File: src/rtl/uart_rx_reg_if.sv
// APB register front-end for a UART receiver: RXDATA pop handshake, sticky error status and CTRL.
// Interrupt support (CTRL.ie_rx/ie_err and the irq flop) is built only when UART_RX_IRQ_EN is defined.
module uart_rx_reg_if #(
    parameter int unsigned ADDR_WIDTH = 4
) (
    input  logic                  ACLK,
    input  logic                  ARESET,
    input  logic                  PSEL,
    input  logic                  PENABLE,
    input  logic                  PWRITE,
    input  logic [ADDR_WIDTH-1:0] PADDR,
    input  logic [31:0]           PWDATA,
    output logic [31:0]           PRDATA,
    output logic                  PREADY,
    output logic                  PSLVERR,
    input  logic [7:0]            rx_data,
    input  logic                  rx_ready,
    input  logic                  parity_err,
    input  logic                  overflow,
    output logic                  rx_data_reg_rd,
    output logic                  data_bits,
    output logic                  parity_en,
    output logic                  parity_odd0_even1,
    output logic                  irq
);

    typedef enum logic [1:0] {StIdle, StPop, StCapt, StDone} state_e;

    state_e     state_q, state_d;
    logic [7:0] hold_q, hold_d;
    logic       data_bits_q, data_bits_d;
    logic       parity_en_q, parity_en_d;
    logic       parity_odd_q, parity_odd_d;
    logic       perr_q, perr_d;
    logic       ovf_q, ovf_d;
    logic       parity_err_q;
    logic       ie_rx, ie_err;

    logic       access, wr_en, rx_rd_req, ctrl_wr, stat_wr, perr_set;
    logic [1:0] idx;

    logic       unused_bits;
    assign unused_bits = ^{PWDATA, PADDR};

    assign idx       = PADDR[3:2];
    assign access    = PSEL & PENABLE;
    assign rx_rd_req = access & ~PWRITE & (idx == 2'd0) & rx_ready;
    assign wr_en     = access & PWRITE & PREADY;
    assign ctrl_wr   = wr_en & (idx == 2'd2);
    assign stat_wr   = wr_en & (idx == 2'd1);
    // Rising edge of parity_err, qualified by parity enable.
    assign perr_set  = parity_en_q & parity_err & ~parity_err_q;

    always_comb begin
        state_d        = state_q;
        PREADY         = 1'b1;
        rx_data_reg_rd = 1'b0;
        unique case (state_q)
            StIdle: begin
                if (rx_rd_req) begin
                    state_d = StPop;
                    PREADY  = 1'b0;
                end
            end
            StPop: begin
                rx_data_reg_rd = 1'b1;
                PREADY         = 1'b0;
                state_d        = StCapt;
            end
            StCapt: begin
                PREADY  = 1'b0;
                state_d = StDone;
            end
            StDone: begin
                state_d = StIdle;
            end
            default: state_d = StIdle;
        endcase
    end

    always_comb begin
        hold_d       = (state_q == StCapt) ? rx_data : hold_q;
        data_bits_d  = ctrl_wr ? PWDATA[0] : data_bits_q;
        parity_en_d  = ctrl_wr ? PWDATA[1] : parity_en_q;
        parity_odd_d = ctrl_wr ? PWDATA[2] : parity_odd_q;
        // Set wins over a simultaneous W1C clear.
        perr_d       = perr_set | (perr_q & ~(stat_wr & PWDATA[1]));
        ovf_d        = overflow | (ovf_q & ~(stat_wr & PWDATA[2]));
    end

    always_comb begin
        PRDATA  = 32'h0;
        PSLVERR = 1'b0;
        if (access && PREADY) begin
            PSLVERR = (idx == 2'd3);
            if (state_q == StDone) begin
                PRDATA = {24'h0, hold_q};
            end else if (!PWRITE) begin
                unique case (idx)
                    2'd1:    PRDATA = {29'h0, ovf_q, perr_q, rx_ready};
                    2'd2:    PRDATA = {27'h0, ie_err, ie_rx, parity_odd_q, parity_en_q,
                                       data_bits_q};
                    default: PRDATA = 32'h0;
                endcase
            end
        end
    end

    always_ff @(posedge ACLK or posedge ARESET) begin
        if (ARESET) begin
            state_q      <= StIdle;
            hold_q       <= 8'h0;
            data_bits_q  <= 1'b1;
            parity_en_q  <= 1'b0;
            parity_odd_q <= 1'b0;
            perr_q       <= 1'b0;
            ovf_q        <= 1'b0;
            parity_err_q <= 1'b0;
        end else begin
            state_q      <= state_d;
            hold_q       <= hold_d;
            data_bits_q  <= data_bits_d;
            parity_en_q  <= parity_en_d;
            parity_odd_q <= parity_odd_d;
            perr_q       <= perr_d;
            ovf_q        <= ovf_d;
            parity_err_q <= parity_err;
        end
    end

`ifdef UART_RX_IRQ_EN
    logic ie_rx_q, ie_rx_d, ie_err_q, ie_err_d, irq_q, irq_d;

    always_comb begin
        ie_rx_d  = ctrl_wr ? PWDATA[3] : ie_rx_q;
        ie_err_d = ctrl_wr ? PWDATA[4] : ie_err_q;
        irq_d    = (ie_rx_q & rx_ready) | (ie_err_q & (perr_q | ovf_q));
    end

    always_ff @(posedge ACLK or posedge ARESET) begin
        if (ARESET) begin
            ie_rx_q  <= 1'b0;
            ie_err_q <= 1'b0;
            irq_q    <= 1'b0;
        end else begin
            ie_rx_q  <= ie_rx_d;
            ie_err_q <= ie_err_d;
            irq_q    <= irq_d;
        end
    end

    assign ie_rx  = ie_rx_q;
    assign ie_err = ie_err_q;
    assign irq    = irq_q;
`else
    assign ie_rx  = 1'b0;
    assign ie_err = 1'b0;
    assign irq    = 1'b0;
`endif

    assign data_bits         = data_bits_q;
    assign parity_en         = parity_en_q;
    assign parity_odd0_even1 = parity_odd_q;

endmodule

File: config.mk
export PLATFORM = sky130hd
export DESIGN_NAME = uart_rx_reg_if
export DESIGN_NICKNAME = d
export VERILOG_FILES = /design/src/rtl/uart_rx_reg_if.sv
export SDC_FILE = /design/constraint.sdc
export NUM_CORES = 1
export LEC_CHECK = 0
export ABC_AREA = 0
export BUFFER_PORTS_ARGS = -buffer_cell sky130_fd_sc_hd__buf_2
export CAP_MARGIN = 10
export CORE_MARGIN = 2
export CORE_UTILIZATION = 39
export CTS_CLUSTER_DIAMETER = 40
export DETAILED_ROUTE_END_ITERATION = 10
export PLACE_DENSITY = 0.81
export SETUP_SLACK_MARGIN = 0.4
export SLEW_MARGIN = 20
export SYNTH_ARGS = -nofsm -noshare
export SYNTH_HDL_FRONTEND = slang
export SYNTH_SLANG_ARGS = --single-unit
File: constraint.sdc
create_clock -name ACLK -period 1.7 [get_ports ACLK]
set_input_delay 0 -clock ACLK [delete_from_list [all_inputs] [get_ports ACLK]]
set_output_delay 0 -clock ACLK [all_outputs]
set_load 0.03 [all_outputs]
# After elaboration in Yosys (flattened, before gate mapping)
# Index checks and enable logic that the tools add are counted.
# word_totals
ff_bits,16
wordCells,49
in_bits,52
# classes
n_reduce_logical,4
bitwise_logic,20
eq_ne,7
muxes,10
# ops
cell,n
$mux 8,2
$and 1x1->1,14
$eq 2x2->1 const B,4
$pmux 2 s4,1
$pmux 3 s2,1
$eq 2x1->1 const B,2
$logic_not 2->1,2
$not 1->1,4
$mux 1,3
$mux 3,1
$mux 2,1
$ne 2x2->1 const B,1
$or 1x1->1,2
$pmux 1 s2,1
$reduce_or 2->1,1
$logic_and 1x1->1,1

# Longest topological paths before layout
# Gate-level depths: netlist (run 1).
# depth
ltp_word,12
ltp_mapped,5
ltp_nobuf,5

# Worst setup path after synthesis (run 1)
# OpenSTA, ideal clock, no wires.
# synth_path
kind,register to output
startpoint,register state_q[0]
endpoint,output PRDATA[0]
stages_incl_launch_ff,6
required_ns,1.700
arrival_time_ns,1.606
path_slack_ns,0.094
path_buffers,0
cell_sequence,dfrtp_1 inv_1 ha_1 nor2b_4 nor3_4 nor2b_1
# synth_via
elab_chain_cells,5
elab_cells_between_ends,9
cone_classes,3 x eq/ne; 3 x mux; 3 x reduce/logical
# synth_rtl
item,line_no,rtl
start: declaration,29,"state_e state_q, state_d;"
start signal: assignment,111,state_q <= StIdle;
start signal: assignment,120,state_q <= state_d;
$eq 2x2->1 / $eq 2x1->1 (equally long branches),58,unique case (state_q)
$reduce_or 2->1 (no source line),--,
$pmux 1 s2,58,
$logic_and 1x1->1,94,if (access && PREADY) begin
$mux 8 *,94,
end: declaration,13,"output logic [31:0] PRDATA,"
# Mark *: on every way between the ends. The rest lies on a longest branch, timed or not.

# Final worst setup path (run 1)
# layout_path
startpoint,register state_q[0]
endpoint,output PRDATA[6]
# The elaborated chain is that of the path after synthesis.

==> impl_metrics.env, run 1 <==
export IMPL_status="finished with violations"
export IMPL_violations="setup timing"
export IMPL_critical_path_top_delay_family="simple AND/OR/NAND/NOR gates"
export IMPL_synth_seq_cells=16
export IMPL_setup_viol=8
export IMPL_core_mm2=0.00276
export IMPL_die_y_um=57.8
export IMPL_worst_setup_path_start_kind="register"
export IMPL_path_clk_slew_ns=0.10
export IMPL_tightest_slew_ns=0.610
export IMPL_grt_max_degree=17
export IMPL_slew_viol_final=0
export IMPL_grt_pass1_wl_um=4000
export IMPL_finalPower_uw=2770
export IMPL_track_usage_pct=15.6
export IMPL_place_ws_ns=0.0856
export IMPL_finalCriticalPeriod_ns=1.76
export IMPL_overflow=0
export IMPL_die_w_um=57.8
export IMPL_skew_ns=0.00965
export IMPL_finalNetCount=232
export IMPL_area_growth_pct=57.2
export IMPL_wl_um=2600
export IMPL_yosys_warnings=0
export IMPL_vias=920
export IMPL_cts_buffers=3
export IMPL_fin_crit_sh_pct=103
export IMPL_criticalPathCategory="reg2out"
export IMPL_yosysUniqueCellTypes=27
export IMPL_antenna_diode_count=0
export IMPL_slew_headroom_pct=59.3
export IMPL_path_buf_inv=3
export IMPL_r2r_setup_slack_ns=0.10
export IMPL_ctsHtreeMaxLevel=1
export IMPL_firstDrtPassIters=3
export IMPL_clock_root_buffer="clkbuf_4"
export IMPL_syn_area_mm2=0.00113
export IMPL_cellLeakagePower_uw=0.000863
export IMPL_syn_inst=105
export IMPL_cp_slowest_stage_delay_ns=0.38
export IMPL_cap_violations=0
export IMPL_peakVddDrop_mv=1.28
export IMPL_synth_avg_cell_area_um2=10.7
export IMPL_gp_congestion=0.811
export IMPL_insertion_delay_ns=0.30
export IMPL_yosysSeqAreaShare_pct=35.6
export IMPL_arrival_ns=1.76
export IMPL_antenna_found_initial=0
export IMPL_hold_viol_final=0
export IMPL_p_per_area_mw_per_mm2=1560
export IMPL_drive_gt1_share_pct=54.1
export IMPL_cpMostUsedCell="buf_6"
export IMPL_wire_per_inst_um=12.9
export IMPL_worst_setup_path_end_kind="primary output"
export IMPL_rsz0062_at_grt="yes"
export IMPL_layout_commonest_cell="conb_1"
export IMPL_fmax_ghz=0.568
export IMPL_rows=19
export IMPL_hp_class="in2reg"
export IMPL_path_max_fanout=8
export IMPL_slowest_stage="dfrtp_1"
export IMPL_antenna_left=0
export IMPL_viasPerCell=4.58
export IMPL_dp_hpwl_um=1700
export IMPL_cts_tree="built"
export IMPL_ioPinCount=91
export IMPL_dp_cells=169
export IMPL_setup_ws_ns=-0.0592
export IMPL_fin_area_mm2=0.00177
export IMPL_start_util_pct=40.9
export IMPL_most_common_layout_cells="25 x conb_1, 23 x buf_2, 16 x buf_6, 15 x dfrtp_1, 14 x dlygate4sd3_1"
export IMPL_worstPathCellList="inv_2, ha_4, and4b_4, nor3_4, buf_6, and3_4, buf_6"
export IMPL_port_buffer_count=34
export IMPL_grt_pass1_vias=931
export IMPL_fin_cells=201
export IMPL_drt_first_iter_violations=7
export IMPL_die_area_mm2=0.00334
export IMPL_placed_cell_area_mm2=0.00130
export IMPL_cts_buffer_depth=2
export IMPL_cp_data_required_time_ns=1.70
export IMPL_drc=0
export IMPL_cts_sinks=16
-- cell families (layout without fill, tap and decap cells) --
kind of cell,Yosys count,after routing,synth area share (%)
multiplexers,13,13,12.9
AND/OR/NAND/NOR,22,22,14.4
adder cells (fa/ha/maj),9,9,9.98
other,1,25,0.332
buffers and inverters,33,74,19.4
AO/OA/AOI/OAI,11,11,7.43
flip-flops,16,16,35.6
-- per-layer routing --
layer / part of all wire (%) / GRT usage (%) / wire [µm]
met5: 0 / 0 / 0
met4: 0.96 / 3.99 / 25
met3: 6.3 / 4.69 / 164
met2: 53 / 28.6 / 1380
met1: 40 / 17.6 / 1030
-- state kept, by name, indices dropped and copies added (netlist names) --
signal             cells
hold_q                 8
state_q                2
data_bits              1
ovf_q                  1
parity_en              1
parity_err_q           1
parity_odd0_even1      1
perr_q                 1
-- path summary, 6_finish.rpt --
| path | startpoint | end | cells past startpoint |
|---|---|---|---|
| min | PWRITE | perr_q$_DFF_PP0_ | 4 |
| max in group asynchronous | ARESET | hold_q[6]$_DFFE_PP0P_ | 3 |
| min in group asynchronous | ARESET | perr_q$_DFF_PP0_ | 3 |
| max reg2reg | state_q[0]$_DFFE_PP0P_ | parity_odd0_even1$_DFFE_PP0P_ | 6 |
| max | state_q[0]$_DFFE_PP0P_ | PRDATA[6] | 7 |
| min reg2reg | parity_err_q$_DFF_PP0_ | perr_q$_DFF_PP0_ | 1 |
-- worst min-delay path: stages --
cell     delay (ns)
buf_2          0.14
nand2_1        0.08
o41ai_1        0.06
o21ai_1        0.07
-- power by group --
group	internal (µW)	total [µW]	switching, µW
Sequential	564	677	113
Clock	131	257	127
Combinational	954	1830	879
Total	1650	2770	1120
-- final cells by class --
type                    instances  area (µm²)
multi-input cells              80         761
repair buffers                 63         510
flip-flops and latches         16         402
clock buffers                   4        36.3
inverters                       7        26.3
well taps                      31        38.8
fillers                       220         983
-- stage by stage --
step / hold WS (ns) / util, % / TNS, ns
floorplan: -0.0870 / - / 0
global placement: 0.0853 / 47.2 / 0
detailed placement: 0.108 / 47.2 / 0
CTS: 0.0753 / 59.8 / -0.304
global route: 0.0969 / 64.3 / -1.01
finish: 0.0861 / 64.3 / -0.378
-- Yosys cell counts --
cell | n | area share (%)
mux2_2 | 12 | 12
a22oi_1 | 3 | 2.0
nor2b_1 | 3 | 1.7
and3_1 | 5 | 2.8
inv_1 | 7 | 2.3
o21ai_0 | 1 | 0.44
o41ai_1 | 1 | 0.78
nor3b_1 | 1 | 0.67
dfrtp_1 | 15 | 33
dfstp_2 | 1 | 2.3
nor2_1 | 2 | 0.67
mux2i_1 | 1 | 0.89
o21ai_2 | 1 | 0.78
nand2_2 | 1 | 0.55
nor3_1 | 1 | 0.44
buf_2 | 1 | 0.44
a31oi_1 | 2 | 1.1
and4b_4 | 1 | 1.2
a22o_1 | 3 | 2.3
and2_2 | 1 | 0.67
ha_1 | 9 | 10
buf_4 | 25 | 17
nor3_4 | 2 | 2.9
nor2b_4 | 1 | 1.2
nand3b_1 | 1 | 0.67
conb_1 | 1 | 0.33
nand2_1 | 3 | 1.0
-- timing repair --
action,4_1_cts,5_1_grt
resized for setup,31,20
hold buffers,14,0
pin swaps,8,5
buffers inserted,7,7
setup endpoints to repair,23,23
endpoints found under the hold margin,29,0
(Power assumes the default switching activity.)
==> run 2, diff against run 1 <==
- CORE_UTILIZATION: 39 -> 40
- CTS_BUF_LIST: not set -> sky130_fd_sc_hd__clkbuf_2 sky130_fd_sc_hd__clkbuf_4 sky130_fd_sc_hd__clkbuf_8
- PLACE_DENSITY: 0.81 -> 0.83
==> run 2 against run 1 <==
Against the previous run: register-to-register slack got worse by 0.04 ns; clock power down 3%; clock skew down 0.0093 ns; largest power group unchanged; critical endpoint is now PRDATA[2]; worst setup slack got worse by 0.020 ns; core utilization decreased by 1.8 points; cell area decreased by 4.4%; worst hold slack lost 0.0049 ns; critical path depth did not move; largest cell class unchanged; the run still ends with setup timing left; via count down 0.33%.
==> impl_metrics.env, run 2 (synthesis gave the netlist of run 1 again) <==
export IMPL_fin_util_pct=62.6
export IMPL_most_common_layout_cells="25 x conb_1, 25 x buf_2, 15 x dfrtp_1, 15 x buf_6, 14 x dlygate4sd3_1"
export IMPL_drive_gt1_share_pct=50.9
export IMPL_firstDrtPassIters=3
export IMPL_setup_viol=9
export IMPL_track_usage_pct=14.7
export IMPL_start_util_pct=41.6
export IMPL_slowest_stage="dfrtp_1"
export IMPL_worstHoldPathCells=4
export IMPL_path_clk_slew_ns=0.09
export IMPL_hold_ws_ns=0.0812
export IMPL_overflow=0
export IMPL_die_area_mm2=0.00326
export IMPL_tightest_slew_ns=0.575
export IMPL_ff2ff_path_depth=6
export IMPL_viasPerCell=4.59
export IMPL_min_to="perr_q$_DFF_PP0_"
export IMPL_cap_violations=0
export IMPL_slew_viol_final=0
export IMPL_core_mm2=0.00271
export IMPL_ctsHtreeMaxLevel=1
export IMPL_largest_register="hold_q"
export IMPL_vias=917
export IMPL_dp_hpwl_um=1700
export IMPL_cts_tree="built"
export IMPL_wire_per_inst_um=12.4
export IMPL_port_buffer_count=34
export IMPL_drt_first_iter_violations=4
export IMPL_fin_cells=200
export IMPL_finalNetCount=231
export IMPL_cts_sinks=16
export IMPL_cts_buffer_depth=2
export IMPL_largest_reg_flops=8
export IMPL_clock_root_buffer="clkbuf_4"
export IMPL_status="finished with violations"
export IMPL_grt_pass1_vias=889
export IMPL_wl_um=2470
export IMPL_largestRegisters="hold_q x8, state_q x2"
export IMPL_cp_data_required_time_ns=1.70
export IMPL_critical_path_top_delay_family="simple AND/OR/NAND/NOR gates"
export IMPL_swShare_pct=40.0
export IMPL_drc=0
export IMPL_fmax_ghz=0.562
export IMPL_pwr_share_seq_pct=26.7
export IMPL_fill_cells=224
export IMPL_combPwrFrac_pct=63.6
export IMPL_slew_headroom_pct=61.6
export IMPL_power_frac_clock_pct=9.7
export IMPL_antenna_diode_count=0
export IMPL_worst_setup_path_start_kind="register"
export IMPL_rsz0062_at_grt="yes"
export IMPL_r2r_setup_slack_ns=0.06
export IMPL_grt_pass1_wl_um=3690
export IMPL_worstPathCellList="inv_2, ha_4, and4b_4, nor3_4, buf_2, nor2b_4, buf_6"
export IMPL_fin_crit_sh_pct=105
export IMPL_area_growth_pct=50.2
export IMPL_dp_cells=169
export IMPL_cp_slowest_stage_delay_ns=0.41
export IMPL_path_buf_inv=3
export IMPL_hp_class="in2reg"
export IMPL_cellLeakagePower_uw=0.000839
export IMPL_p_per_area_mw_per_mm2=1520
export IMPL_ioPinCount=91
export IMPL_insertion_delay_ns=0.29
export IMPL_min_from="PWRITE"
export IMPL_path_max_fanout=4
export IMPL_rows=19
export IMPL_arrival_ns=1.78
export IMPL_r2r_start="state_q[1]$_DFFE_PP0P_"
export IMPL_tns_ns=-0.564
export IMPL_power_switching_uw=1030
export IMPL_antenna_found_initial=0
export IMPL_peakVddDrop_mv=0.978
export IMPL_die_y_um=57.1
export IMPL_violations="setup timing"
export IMPL_hold_viol_final=0
export IMPL_cts_buffers=3
export IMPL_grt_max_degree=17
export IMPL_worst_setup_path_end_kind="primary output"
export IMPL_p_int_uw=1550
export IMPL_criticalPathCategory="reg2out"
export IMPL_finalCriticalPeriod_ns=1.78
export IMPL_setup_ws_ns=-0.0791
export IMPL_die_w_um=57.1
export IMPL_r2r_end="parity_en$_DFFE_PP0P_"
export IMPL_gp_congestion=0.796
export IMPL_antenna_left=0
export IMPL_skew_ns=0.000352
[run 2: cell count changes in the layout (fill, tap and decap cells not counted), sizes merged]
cell,change
buf,-1
[run 2: layout make-up]
class,instances,area [µm²],share of cell area (%)
inverter,7,26.3,1.55
sequential,16,402,23.7
tap,31,38.8,2.29
timing repair buffer,62,494,29.2
multi-input combinational,80,698,41.2
clock buffer,4,36.3,2.14
[run 2: power by group through the flow]
stage          registers [µW]  logic [µW]  clock network (µW)
6_report                  688        1640                 249
5_1_grt                   711        1750                 281
4_1_cts                   683        1390                 253
3_5_place_dp              692        1160                   0
3_3_place_gp              671        1120                   0
2_1_floorplan             726         905                   0
[run 2: worst max-delay path by stage]
stage	endpoint	start	slack (ns)	cells past startpoint
finish	PRDATA[2]	state_q[1]$_DFFE_PP0P_	-0.08	7
global route	PRDATA[0]	state_q[1]$_DFFE_PP0P_	-0.17	7
CTS	PRDATA[7]	state_q[0]$_DFFE_PP0P_	-0.06	7
detailed placement	PRDATA[7]	state_q[1]$_DFFE_PP0P_	0.11	6
global placement	PRDATA[7]	state_q[1]$_DFFE_PP0P_	0.14	6
floorplan	parity_en$_DFFE_PP0P_	state_q[1]$_DFFE_PP0P_	0.27	5
[run 2: stage by stage]
step	worst slack [ns]	total power, µW	cell area [µm²]
floorplan	0.268	1630	1280
global placement	0.140	1790	1300
detailed placement	0.113	1850	1300
CTS	-0.0568	2320	1600
global route	-0.168	2740	1700
finish	-0.0791	2580	1700
[run 2: repair_timing]
item / CTS / global route
buffers inserted: 6 / 6
hold buffers: 14 / 0
pin swaps: 3 / 9
endpoints found under the hold margin: 29 / 0
cloned: 0 / 1
endpoints found under the setup margin: 23 / 25
gates resized for setup: 23 / 13
[run 2: per-layer routing]
layer	GRT usage, %	wire (µm)	vias to the layer above	part of all wire (%)
li1	-	-	434	-
met3	4.31	163	4	6.6
met4	4.98	38	0	1.5
met1	14.7	871	437	35
met5	0	0	-	0
met2	28.6	1400	42	57
[run 2: worst register-to-register path: cells and delay by family (launching register included)]
family | cells | cell delay [ns]
mux | 1 | 0.33
buf+inv | 2 | 0.22
fa+ha+maj | 1 | 0.20
simple gates | 2 | 0.36
flops | 1 | 0.43
==> run 3, diff against run 2 <==
- CORE_UTILIZATION: 40 -> 35
- PLACE_DENSITY: 0.83 -> 0.74
==> run 3 against run 2 <==
Against the previous run: the flow still finishes with violations (setup timing); global-route usage down 0.23 points; via count down 4.9%; largest cell class unchanged; largest power group unchanged; worst hold slack about the same; flip-flop and latch count unchanged; sequential power down 1%; sequential share of layout area up 1.1 points; core utilization down 9.5 points.
==> impl_metrics.env, run 3 (synthesis gave the netlist of run 1 again) <==
export IMPL_most_common_layout_cells="25 x conb_1, 23 x buf_2, 15 x dfrtp_1, 14 x dlygate4sd3_1, 12 x buf_6"
export IMPL_track_usage_pct=14.5
export IMPL_path_max_fanout=8
export IMPL_ctsHtreeMaxLevel=1
export IMPL_setup_viol=12
export IMPL_grt_pass1_vias=869
export IMPL_swShare_pct=40.7
export IMPL_cp_data_required_time_ns=1.70
export IMPL_overflow=0
export IMPL_largestRegisters="hold_q x8, state_q x2"
export IMPL_rsz0062_at_grt="yes"
export IMPL_wl_um=2330
export IMPL_p_int_uw=1390
export IMPL_cts_buffer_depth=2
export IMPL_dp_hpwl_um=1730
export IMPL_firstDrtPassIters=2
export IMPL_layout_commonest_cell="conb_1"
export IMPL_gp_congestion=0.764
export IMPL_p_per_area_mw_per_mm2=1450
export IMPL_grtUsageMet3_pct=4.48
export IMPL_top_usage_layer="met2"
export IMPL_combPwrFrac_pct=60.2
export IMPL_use_met1_pct=14.4
export IMPL_tns_ns=-0.761
export IMPL_finalNetCount=223
export IMPL_area_growth_pct=43.5
export IMPL_insertion_delay_ns=0.29
export IMPL_placed_cell_area_mm2=0.00132
export IMPL_tightest_slew_ns=0.589
export IMPL_port_buffer_count=34
export IMPL_cellLeakagePower_uw=0.000787
export IMPL_start_util_pct=37.0
export IMPL_wire_per_inst_um=11.4
export IMPL_power_switching_uw=953
export IMPL_drc=0
export IMPL_vias=872
export IMPL_die_y_um=60.8
export IMPL_hp_class="in2reg"
export IMPL_clock_root_buffer="clkbuf_4"
export IMPL_viasPerCell=4.25
export IMPL_slew_headroom_pct=60.7
export IMPL_cap_violations=0
export IMPL_die_w_um=60.8
export IMPL_finalCriticalPeriod_ns=1.78
export IMPL_antenna_found_initial=0
export IMPL_antenna_diode_count=0
export IMPL_skew_ns=0.00391
export IMPL_largest_register="hold_q"
export IMPL_path_clk_slew_ns=0.09
export IMPL_grt_pass1_wl_um=3860
export IMPL_pwr_share_seq_pct=29.1
export IMPL_setup_ws_ns=-0.0835
export IMPL_worst_setup_path_start_kind="register"
export IMPL_cts_sinks=16
export IMPL_peakVddDrop_mv=0.723
export IMPL_arrival_ns=1.78
export IMPL_core_mm2=0.00305
export IMPL_antenna_left=0
export IMPL_fin_cells=205
export IMPL_fin_crit_sh_pct=105
export IMPL_rows=20
export IMPL_slew_viol_final=0
export IMPL_die_area_mm2=0.00369
export IMPL_cts_buffers=3
export IMPL_gr_usage_met2_pct=28.6
export IMPL_grt_max_degree=17
export IMPL_fmax_ghz=0.561
export IMPL_largest_reg_flops=8
export IMPL_ioPinCount=91
export IMPL_drt_first_iter_violations=5
export IMPL_fin_area_mm2=0.00162
export IMPL_criticalPathCategory="reg2out"
export IMPL_violations="setup timing"
export IMPL_worst_setup_path_end_kind="primary output"
export IMPL_hold_viol_final=0
export IMPL_cts_tree="built"
export IMPL_dp_cells=182
export IMPL_power_frac_clock_pct=10.7
export IMPL_status="finished with violations"
export IMPL_drive_gt1_share_pct=47.8
## run 3: power groups by stage
| stage | logic, µW | clock network (µW) | registers, µW |
|---|---|---|---|
| 6_report | 1410 | 252 | 681 |
| 5_1_grt | 1520 | 277 | 711 |
| 4_1_cts | 1340 | 259 | 684 |
| 3_5_place_dp | 1170 | 0 | 689 |
| 3_3_place_gp | 1130 | 0 | 671 |
| 2_1_floorplan | 905 | 0 | 726 |
## run 3: metrics by stage
step / hold slack [ns] / utilization, % / total power, µW / worst slack, ns
after detailed placement: 0.105 / 43.2 / 1860 / 0.0919
after global routing: 0.0911 / 53.0 / 2500 / -0.149
after floorplan: -0.0870 / - / 1630 / 0.268
after global placement: 0.0874 / 43.2 / 1800 / 0.124
after CTS: 0.0756 / 52.4 / 2280 / -0.0779
final: 0.0811 / 53.0 / 2340 / -0.0835
## run 3: worst paths after layout
| check | startpoint | end | slack (ns) | cells past startpoint |
|---|---|---|---|---|
| max | state_q[1]$_DFFE_PP0P_ | PRDATA[5] | -0.08 | 7 |
| min | PWRITE | perr_q$_DFF_PP0_ | 0.08 | 4 |
| min reg2reg | parity_err_q$_DFF_PP0_ | perr_q$_DFF_PP0_ | 0.43 | 1 |
| max in group asynchronous | ARESET | parity_en$_DFFE_PP0P_ | 1.02 | 3 |
| max reg2reg | state_q[1]$_DFFE_PP0P_ | parity_en$_DFFE_PP0P_ | -0.08 | 7 |
| min in group asynchronous | ARESET | hold_q[6]$_DFFE_PP0P_ | 0.30 | 3 |
## run 3: cell type report
class | count | area, µm²
clock buffer | 4 | 36.3
fill | 289 | 1430
inverter | 7 | 26.3
multi-input combinational | 80 | 672
sequential | 16 | 402
tap | 44 | 55.1
timing repair buffer | 54 | 428
## run 3: critical path, cell delays in order (launching register included)
cell and delay [ns]:
dfrtp_1 0.44, inv_2 0.10, ha_4 0.20, nor2b_4 0.13, nor3_4 0.17, buf_6 0.15, and3_4 0.18, buf_6 0.12
## run 3: what timing repair did
action,CTS,global route
endpoints found under the hold margin,29,0
buffers inserted,4,1
pin swaps,5,1
setup endpoints to repair,23,25
hold buffers,14,0
gates resized for setup,23,5
## run 3: routing by layer
metal	vias up	part of all wire, %
li1	418	-
met1	409	38
met2	41	55
met3	4	6.1
met4	0	0.64
met5	-	0
